<file path="config.mk">
export PLATFORM = sky130hd
export DESIGN_NAME = dds_phase_ctrl
export DESIGN_NICKNAME = d
export VERILOG_FILES = /design/src/rtl/dds_pkg.sv /design/src/rtl/dds_phase_acc.sv /design/src/rtl/dds_phase_ctrl.sv
export SDC_FILE = /design/constraint.sdc
export NUM_CORES = 1
export LEC_CHECK = 0
export BUFFER_PORTS_ARGS = -buffer_cell sky130_fd_sc_hd__buf_2
export CAP_MARGIN = 20
export CORE_MARGIN = 8
export CORE_UTILIZATION = 57
export CTS_CLUSTER_SIZE = 10
export DETAILED_ROUTE_END_ITERATION = 8
export PLACE_DENSITY = 0.85
export RECOVER_POWER = 25
export SYNTH_ARGS = -nofsm -noshare
export SYNTH_HDL_FRONTEND = slang
export SYNTH_SLANG_ARGS = --single-unit
</file>
<file path="constraint.sdc">
create_clock -name clk -period 4.25 [get_ports clk]
set_input_delay 0 -clock clk [delete_from_list [all_inputs] [get_ports clk]]
set_output_delay 0 -clock clk [all_outputs]
set_load 0.01 [all_outputs]
</file>
<file path="src/rtl/dds_pkg.sv">
// Shared types and helpers for the DDS phase controller.
// DDS_DITHER_EN selects the LFSR phase-dither constants used by dds_phase_acc.
package dds_pkg;

    typedef enum logic [1:0] {
        IDLE = 2'd0,
        LOAD = 2'd1,
        RUN  = 2'd2
    } state_t;

    localparam logic [15:0] LFSR_SEED = 16'hACE1;
    // Fibonacci taps 16,14,13,11 expressed as a bit mask on lfsr[15:0]
    localparam logic [15:0] LFSR_TAPS = 16'hB400;

    function automatic logic [31:0] phase_to_addr(input logic [63:0] phase,
                                                  input int          pw,
                                                  input int          aw);
        return 32'(phase >> (pw - aw));
    endfunction

endpackage

</file>
<file path="src/rtl/dds_phase_acc.sv">
// Phase accumulator, FCW register and offset add producing the registered RAM read address.
// DDS_DITHER_EN adds LFSR dither to the phase below the address bits before truncation.
module dds_phase_acc
    import dds_pkg::*;
#(
    parameter int PHASE_WIDTH = 32,
    parameter int ADDR_WIDTH  = 10
) (
    input  logic                   clk,
    input  logic                   rst,
    input  logic                   run_en,
    input  logic                   fcw_valid,
    input  logic [PHASE_WIDTH-1:0] fcw,
    input  logic [PHASE_WIDTH-1:0] phase_off,
    input  logic                   phase_clr,
    output logic [ADDR_WIDTH-1:0]  addrb
);

    logic [PHASE_WIDTH-1:0] acc;
    logic [PHASE_WIDTH-1:0] fcw_reg;
    logic [PHASE_WIDTH-1:0] phase;

`ifdef DDS_DITHER_EN
    localparam logic [PHASE_WIDTH-1:0] DITHER_MASK =
        (PHASE_WIDTH'(1) << (PHASE_WIDTH - ADDR_WIDTH)) - PHASE_WIDTH'(1);

    logic [15:0] lfsr;

    always_comb begin
        phase = acc + phase_off + (PHASE_WIDTH'(lfsr) & DITHER_MASK);
    end

    always_ff @(posedge clk) begin
        if (rst) begin
            lfsr <= LFSR_SEED;
        end else if (run_en) begin
            lfsr <= {lfsr[14:0], ^(lfsr & LFSR_TAPS)};
        end
    end
`else
    always_comb begin
        phase = acc + phase_off;
    end
`endif

    always_ff @(posedge clk) begin
        if (rst) begin
            acc     <= '0;
            fcw_reg <= '0;
            addrb   <= '0;
        end else begin
            if (fcw_valid) begin
                fcw_reg <= fcw;
            end
            // clear wins over accumulation; a simultaneous fcw update still lands
            if (phase_clr) begin
                acc <= '0;
            end else if (run_en) begin
                acc <= acc + fcw_reg;
            end
            if (run_en) begin
                addrb <= ADDR_WIDTH'(phase_to_addr(64'(phase), PHASE_WIDTH, ADDR_WIDTH));
            end
        end
    end

endmodule

</file>
<file path="src/rtl/dds_phase_ctrl.sv">
// DDS controller: table load into RAM, run sequencing and valid-qualified sample re-timing.
// DDS_DITHER_EN enables phase dither inside dds_phase_acc.
module dds_phase_ctrl
    import dds_pkg::*;
#(
    parameter int PHASE_WIDTH = 32,
    parameter int ADDR_WIDTH  = 10,
    parameter int DATA_WIDTH  = 32,
    parameter int RAM_LATENCY = 1
) (
    input  logic                   clk,
    input  logic                   rst,
    input  logic                   load_start,
    input  logic                   load_valid,
    input  logic [DATA_WIDTH-1:0]  load_data,
    output logic                   load_ready,
    output logic                   table_loaded,
    input  logic                   run,
    input  logic                   fcw_valid,
    input  logic [PHASE_WIDTH-1:0] fcw,
    input  logic [PHASE_WIDTH-1:0] phase_off,
    input  logic                   phase_clr,
    output logic                   wen,
    output logic [ADDR_WIDTH-1:0]  addra,
    output logic [DATA_WIDTH-1:0]  din,
    output logic [ADDR_WIDTH-1:0]  addrb,
    input  logic [DATA_WIDTH-1:0]  ram_dout,
    output logic [DATA_WIDTH-1:0]  sample,
    output logic                   sample_valid
);

    localparam int VDEPTH = RAM_LATENCY + 2;

    state_t                state;
    logic [ADDR_WIDTH-1:0] wcnt;
    logic [VDEPTH-1:0]     vpipe;
    logic                  run_en;

    assign run_en       = (state == RUN);
    assign sample_valid = vpipe[VDEPTH-1];

    dds_phase_acc #(
        .PHASE_WIDTH (PHASE_WIDTH),
        .ADDR_WIDTH  (ADDR_WIDTH)
    ) u_acc (
        .clk       (clk),
        .rst       (rst),
        .run_en    (run_en),
        .fcw_valid (fcw_valid),
        .fcw       (fcw),
        .phase_off (phase_off),
        .phase_clr (phase_clr),
        .addrb     (addrb)
    );

    always_ff @(posedge clk) begin
        if (rst) begin
            state        <= IDLE;
            load_ready   <= 1'b0;
            table_loaded <= 1'b0;
            wen          <= 1'b0;
            addra        <= '0;
            din          <= '0;
            wcnt         <= '0;
        end else begin
            wen <= 1'b0;
            case (state)
                IDLE: begin
                    if (load_start) begin
                        state      <= LOAD;
                        load_ready <= 1'b1;
                    end else if (run && table_loaded) begin
                        state <= RUN;
                    end
                end
                LOAD: begin
                    if (load_valid && load_ready) begin
                        wen   <= 1'b1;
                        addra <= wcnt;
                        din   <= load_data;
                        wcnt  <= wcnt + ADDR_WIDTH'(1);
                        if (wcnt == '1) begin
                            table_loaded <= 1'b1;
                            load_ready   <= 1'b0;
                            state        <= IDLE;
                        end
                    end
                end
                RUN: begin
                    if (!run) begin
                        state <= IDLE;
                    end
                end
                default: begin
                    state      <= IDLE;
                    load_ready <= 1'b0;
                end
            endcase
        end
    end

    // one valid per issued address; the sample is captured as its RAM data arrives
    always_ff @(posedge clk) begin
        if (rst) begin
            vpipe  <= '0;
            sample <= '0;
        end else begin
            vpipe <= {vpipe[VDEPTH-2:0], run_en};
            if (vpipe[VDEPTH-2]) begin
                sample <= ram_dout;
            end
        end
    end

endmodule

</file>
Yosys cells after proc, flatten, opt, wreduce, memory -nomap -nowiden
Index checks and enable logic that the tools add are counted.
{"block": "op_classes", "n_reduce_logical": 9, "n_eq_ne": 8, "bitwise": 2, "muxes": 11, "addsub": 3}
{"op": "adder 32 bit", "count": 2}
{"op": "adder 10 x 1 -> 10 bit (second input constant)", "count": 1}
{"op": "== test 10 bit (second input constant)", "count": 1}
{"op": "two-way mux 2 bit", "count": 5}
{"op": "inequality test 2 bit (second input constant)", "count": 4}
{"op": "AND reduction 4 bit", "count": 2}
{"op": "one-hot mux 2 bit (3 select lines)", "count": 1}
{"op": "two-way mux 1 bit", "count": 4}
{"op": "OR reduction 2 bit", "count": 2}
{"op": "inequality test 3 bit (second input constant)", "count": 1}
{"op": "one-hot mux 1 bit (3 select lines)", "count": 1}
{"op": "AND reduction 3 bit", "count": 1}
{"op": "== test 2 x 1 -> 1 bit (second input constant)", "count": 1}
{"op": "== test 2 bit (second input constant)", "count": 1}
{"op": "logical AND 1 bit", "count": 2}
{"op": "zero test 2 bit", "count": 1}
{"op": "NOT 1 bit", "count": 2}
{"op": "AND reduction 2 bit", "count": 1}
{"block": "totals", "ff_bits": 166, "wordCells": 45, "input_bits": 135, "out_inout_bits": 88}

Longest topological paths before layout
{"block": "logic_depth", "word_depth": 4, "ltp_mapped": 11, "mapped_depth_nobuf": 11}

Cells and area by module
Synthesis repeated with hierarchy kept, for this count alone.
{"block": "unflattened", "hier_cells": 982, "hier_area_um2": 8580.7}
{"mod": "dds_phase_acc", "instances": 1, "area_each_um2": 5246.3, "cells_per_inst": 611, "seq_area_each_um2": 1481.4}
{"mod": "dds_phase_ctrl", "instances": 1, "area_each_um2": 3334.4, "cells_per_inst": 371, "seq_area_each_um2": 1841.8}

Worst setup path before layout
No wires, ideal clock.
{"block": "synth_timing", "kind": "register -> register", "from": "register u_acc.fcw_reg[0]", "to": "register u_acc.acc[26]", "arrival_time_ps": 2273, "stages_incl_launch_ff": 12, "setup_slack_ps": 1871, "period_less_slack_ps": 2379, "required_time_ps": 4144, "n_path_buf": 0, "setup_time_ps": 106, "cell_sequence": "dfxtp_1 -> ha_1 -> fa_1 -> a21oi_1 -> o211ai_1 -> a211oi_1 -> o21ai_0 -> a21oi_1 -> nor3_2 -> o21ai_0 -> nand4_1 -> o311ai_0"}
{"block": "synth_between", "elab_chain_len": 1}
{"item": "from (decl)", "line_no": "dds_phase_acc.sv:20", "text": "logic [PHASE_WIDTH-1:0] fcw_reg;"}
{"item": "from (signal assigned)", "line_no": "dds_phase_acc.sv:53", "text": "fcw_reg <= fcw;"}
{"item": "adder 32 bit", "line_no": "dds_phase_acc.sv:59", "text": "acc <= acc + fcw_reg;"}
{"item": "to (signal assigned)", "line_no": "dds_phase_acc.sv:59"}
{"item": "to (decl)", "line_no": "dds_phase_acc.sv:19", "text": "logic [PHASE_WIDTH-1:0] acc;"}
No other way between the ends.
A chain may end at the register's enable or synchronous reset.

Final worst setup path
{"block": "layout_timing", "from": "register u_acc.acc[0]", "to": "register u_acc.acc[28]"}
{"block": "layout_between", "elab_chain_len": 1}
{"item": "adder 32 bit", "line_no": "dds_phase_acc.sv:59"}
No other way between the ends.

==> impl_metrics.json <==
{
  "crit_required_ns": 4.59,
  "seqPwrFrac": 0.455,
  "run_status": "complete, but fails checks",
  "postCtsSetupBuffers": 0,
  "dieHeight_um": 136,
  "placed_cells_incl_taps": 1333,
  "hp-class": "in -> reg",
  "layout_common_cells": "buf_2 (188), nand2_1 (177), dfxtp_1 (165), a21oi_1 (121), dlygate4sd3_1 (102)",
  "max_freq_ghz": 0.354,
  "slew_viol_final": 33,
  "crit_fanout": 4,
  "clock_sinks": 166,
  "pre_cts_slack_ns": 1.53,
  "drt-initial-drc-count": 644,
  "swShare": 0.231,
  "setup-tns-final_ns": 0,
  "fin_util": 0.772,
  "grt_pass1_wl_um": 42100,
  "core_area_mm2": 0.0143,
  "ant_nets": 0,
  "critPathKind": "reg -> reg",
  "portBuffers": 222,
  "fin_skew_ns": 0.0101,
  "clkTransAtPathRegs_ns": 0.06,
  "synth_nets": 1166,
  "final.setup.worst_slack_ns": 1.42,
  "grt_overflow": 0,
  "critPathArrivalTime_ns": 3.17,
  "async_flop_share": 0,
  "combinationalPowerShare": 0.092,
  "cts.path.max_buffers": 2,
  "period_needed_ns": 2.83,
  "synth_ff_type": "dfxtp_1",
  "area_delta_synth_final_pct": 33.9,
  "grt_max_degree": 76,
  "final_nets": 1468,
  "vias": 8344,
  "n_fill_cell": 928,
  "wl_um": 26800,
  "p_total_mw": 3.52,
  "synth-seq-area-share": 0.403,
  "max-cap-violations": 1,
  "final_cell_count_no_fill": 1468,
  "synthesis.area_mm2": 0.00825,
  "track_usage": 0.282,
  "rsz0062_at_grt": "no",
  "antenna_found_initial": 1,
  "root_buffer": "clkbuf_16",
  "numCtsBuffers": 17,
  "num_io_pins": 223,
  "first_global_vias": 8460,
  "final_common_cell": "buf_2",
  "cts_resized": 0,
  "die_area_mm2": 0.0186,
  "intPower_mw": 2.71,
  "start_util": 0.577,
  "finalCritPeriodShare": 0.665,
  "drive_gt1_frac": 0.188,
  "num_rows": 44,
  "violations": "max-capacitance violations, max-slew violations",
  "synth_area_per_cell_um2": 8.53,
  "worst_ir_drop_vdd_mv": 0.284,
  "yosysUniqueCellTypes": 62,
  "p_leak_nw": 4.86,
  "hpwl_um": 17100,
  "synth_edf_count": 0,
  "drt_pass1_iterations": 7,
  "wire_per_inst_um": 18.2,
  "setup_viol": 0,
  "setup.worst_path.start_class": "register",
  "power.density_mw_per_mm2": 318,
  "vias_per_cell": 5.68,
  "drcViolationCount": 0,
  "cts_tree": "done",
  "worst_slew_pin_slew_ns": 2.43,
  "synth_warnings": 0,
  "relSlewSlack": -0.619,
  "clk_latency_ns": 0.43,
  "synth-seq-cells": 166,
  "p_clk_frac": 0.453,
  "cp-end-kind": "register",
  "gp_congestion": 0.919,
  "cts_max_level": 4,
  "die_w_um": 136,
  "hold_viol_final": 0,
  "syn_inst": 968,
  "power.switching_uw": 811
}
## Yosys cell counts (3+ instances only)
cell      count  area share
o21bai_1      6      0.0055
nand2_1     177       0.080
a21o_1       19       0.017
a31oi_1       4      0.0030
ha_1         62       0.094
o211ai_1      5      0.0045
and3_1        4      0.0030
clkbuf_1     35       0.016
xnor2_1      20       0.021
or3_1         5      0.0038
nor2b_1       7      0.0053
nand3b_1      3      0.0027
inv_1        15      0.0068
xor2_1       20       0.021
a21oi_1     121       0.073
nor2_1       99       0.045
dfxtp_1     166        0.40
o21ai_0      27       0.016
nor3_1       11      0.0067
mux2i_1      64       0.078
a211oi_1      8      0.0073
o311ai_1      3      0.0032
buf_1        10      0.0045
nand4_1      10      0.0076
and4_1        4      0.0042
nand3_1      18       0.011
## critical path, cell delays in order, from the launching register on
cell and delay, ns:
dfxtp_1 0.33, ha_1 0.21, fa_1 0.41, a21oi_1 0.24
o211ai_1 0.21, a21oi_2 0.25, o21ai_2 0.14, a211oi_1 0.37
o31ai_1 0.18, xor2_1 0.16, nand2_1 0.07, a21oi_1 0.19
## cell type report
cell class                 instances  area [µm²]  area share
multi-input combinational        741        4700       0.425
sequential                       166        3320       0.301
timing repair buffer             329        2130       0.193
clock buffer                      21         460      0.0416
tap                              184         230      0.0208
clock inverter                    10         145      0.0131
inverter                          15        56.3     0.00509
antenna                            2        5.00    0.000453
## kinds of logic after synthesis
kind of cell / count (synthesis) / share of synthesized area
compound gates: 222 / 0.170
xor+xnor: 40 / 0.0424
fa+ha+maj: 63 / 0.0964
buf+inv: 61 / 0.0279
flops: 166 / 0.403
mux: 64 / 0.0776
simple gates: 352 / 0.183
## path summary, 6_finish.rpt
check,from,endpoint,slack (ns),depth (start not counted)
worst min register to register,vpipe[0],vpipe[1],0.44,1
worst min-delay path,phase_off[31],u_acc.addrb[9],0.05,4
worst max-delay path,u_acc.acc[0],u_acc.acc[28],1.42,11
worst max register to register,u_acc.acc[0],u_acc.acc[28],1.42,11
## layer usage
layer / vias up / global-route usage / routed length, µm
li1: 3993 / - / -
met1: 3874 / 0.304 / 10200
met2: 389 / 0.502 / 13500
met3: 88 / 0.0713 / 2030
met4: 0 / 0.139 / 992
met5: - / 0 / 0
## repair_timing
item | 4_1_cts | 5_1_grt
endpoints found under the setup margin | 0 | 0
hold buffers | 102 | 0
hold endpoints to repair | 100 | 0
## per-stage QoR
step | instance area, µm² | hold slack (ns)
after floorplan | 8250 | 0.136
after global placement | 9470 | 0.233
after detailed placement | 9470 | 0.241
after CTS | 11100 | 0.0284
after global routing | 11100 | 0.0788
final | 11100 | 0.0545
## power groups by stage
stage / clock network [mW] / logic (mW) / registers (mW)
finish: 1.59 / 0.325 / 1.60
global route: 1.67 / 0.351 / 1.60
CTS: 1.60 / 0.313 / 1.60
detailed placement: 0 / 0.237 / 1.63
global placement: 0 / 0.231 / 1.63
floorplan: 0 / 0.135 / 1.63
(Power assumes the default switching activity.)
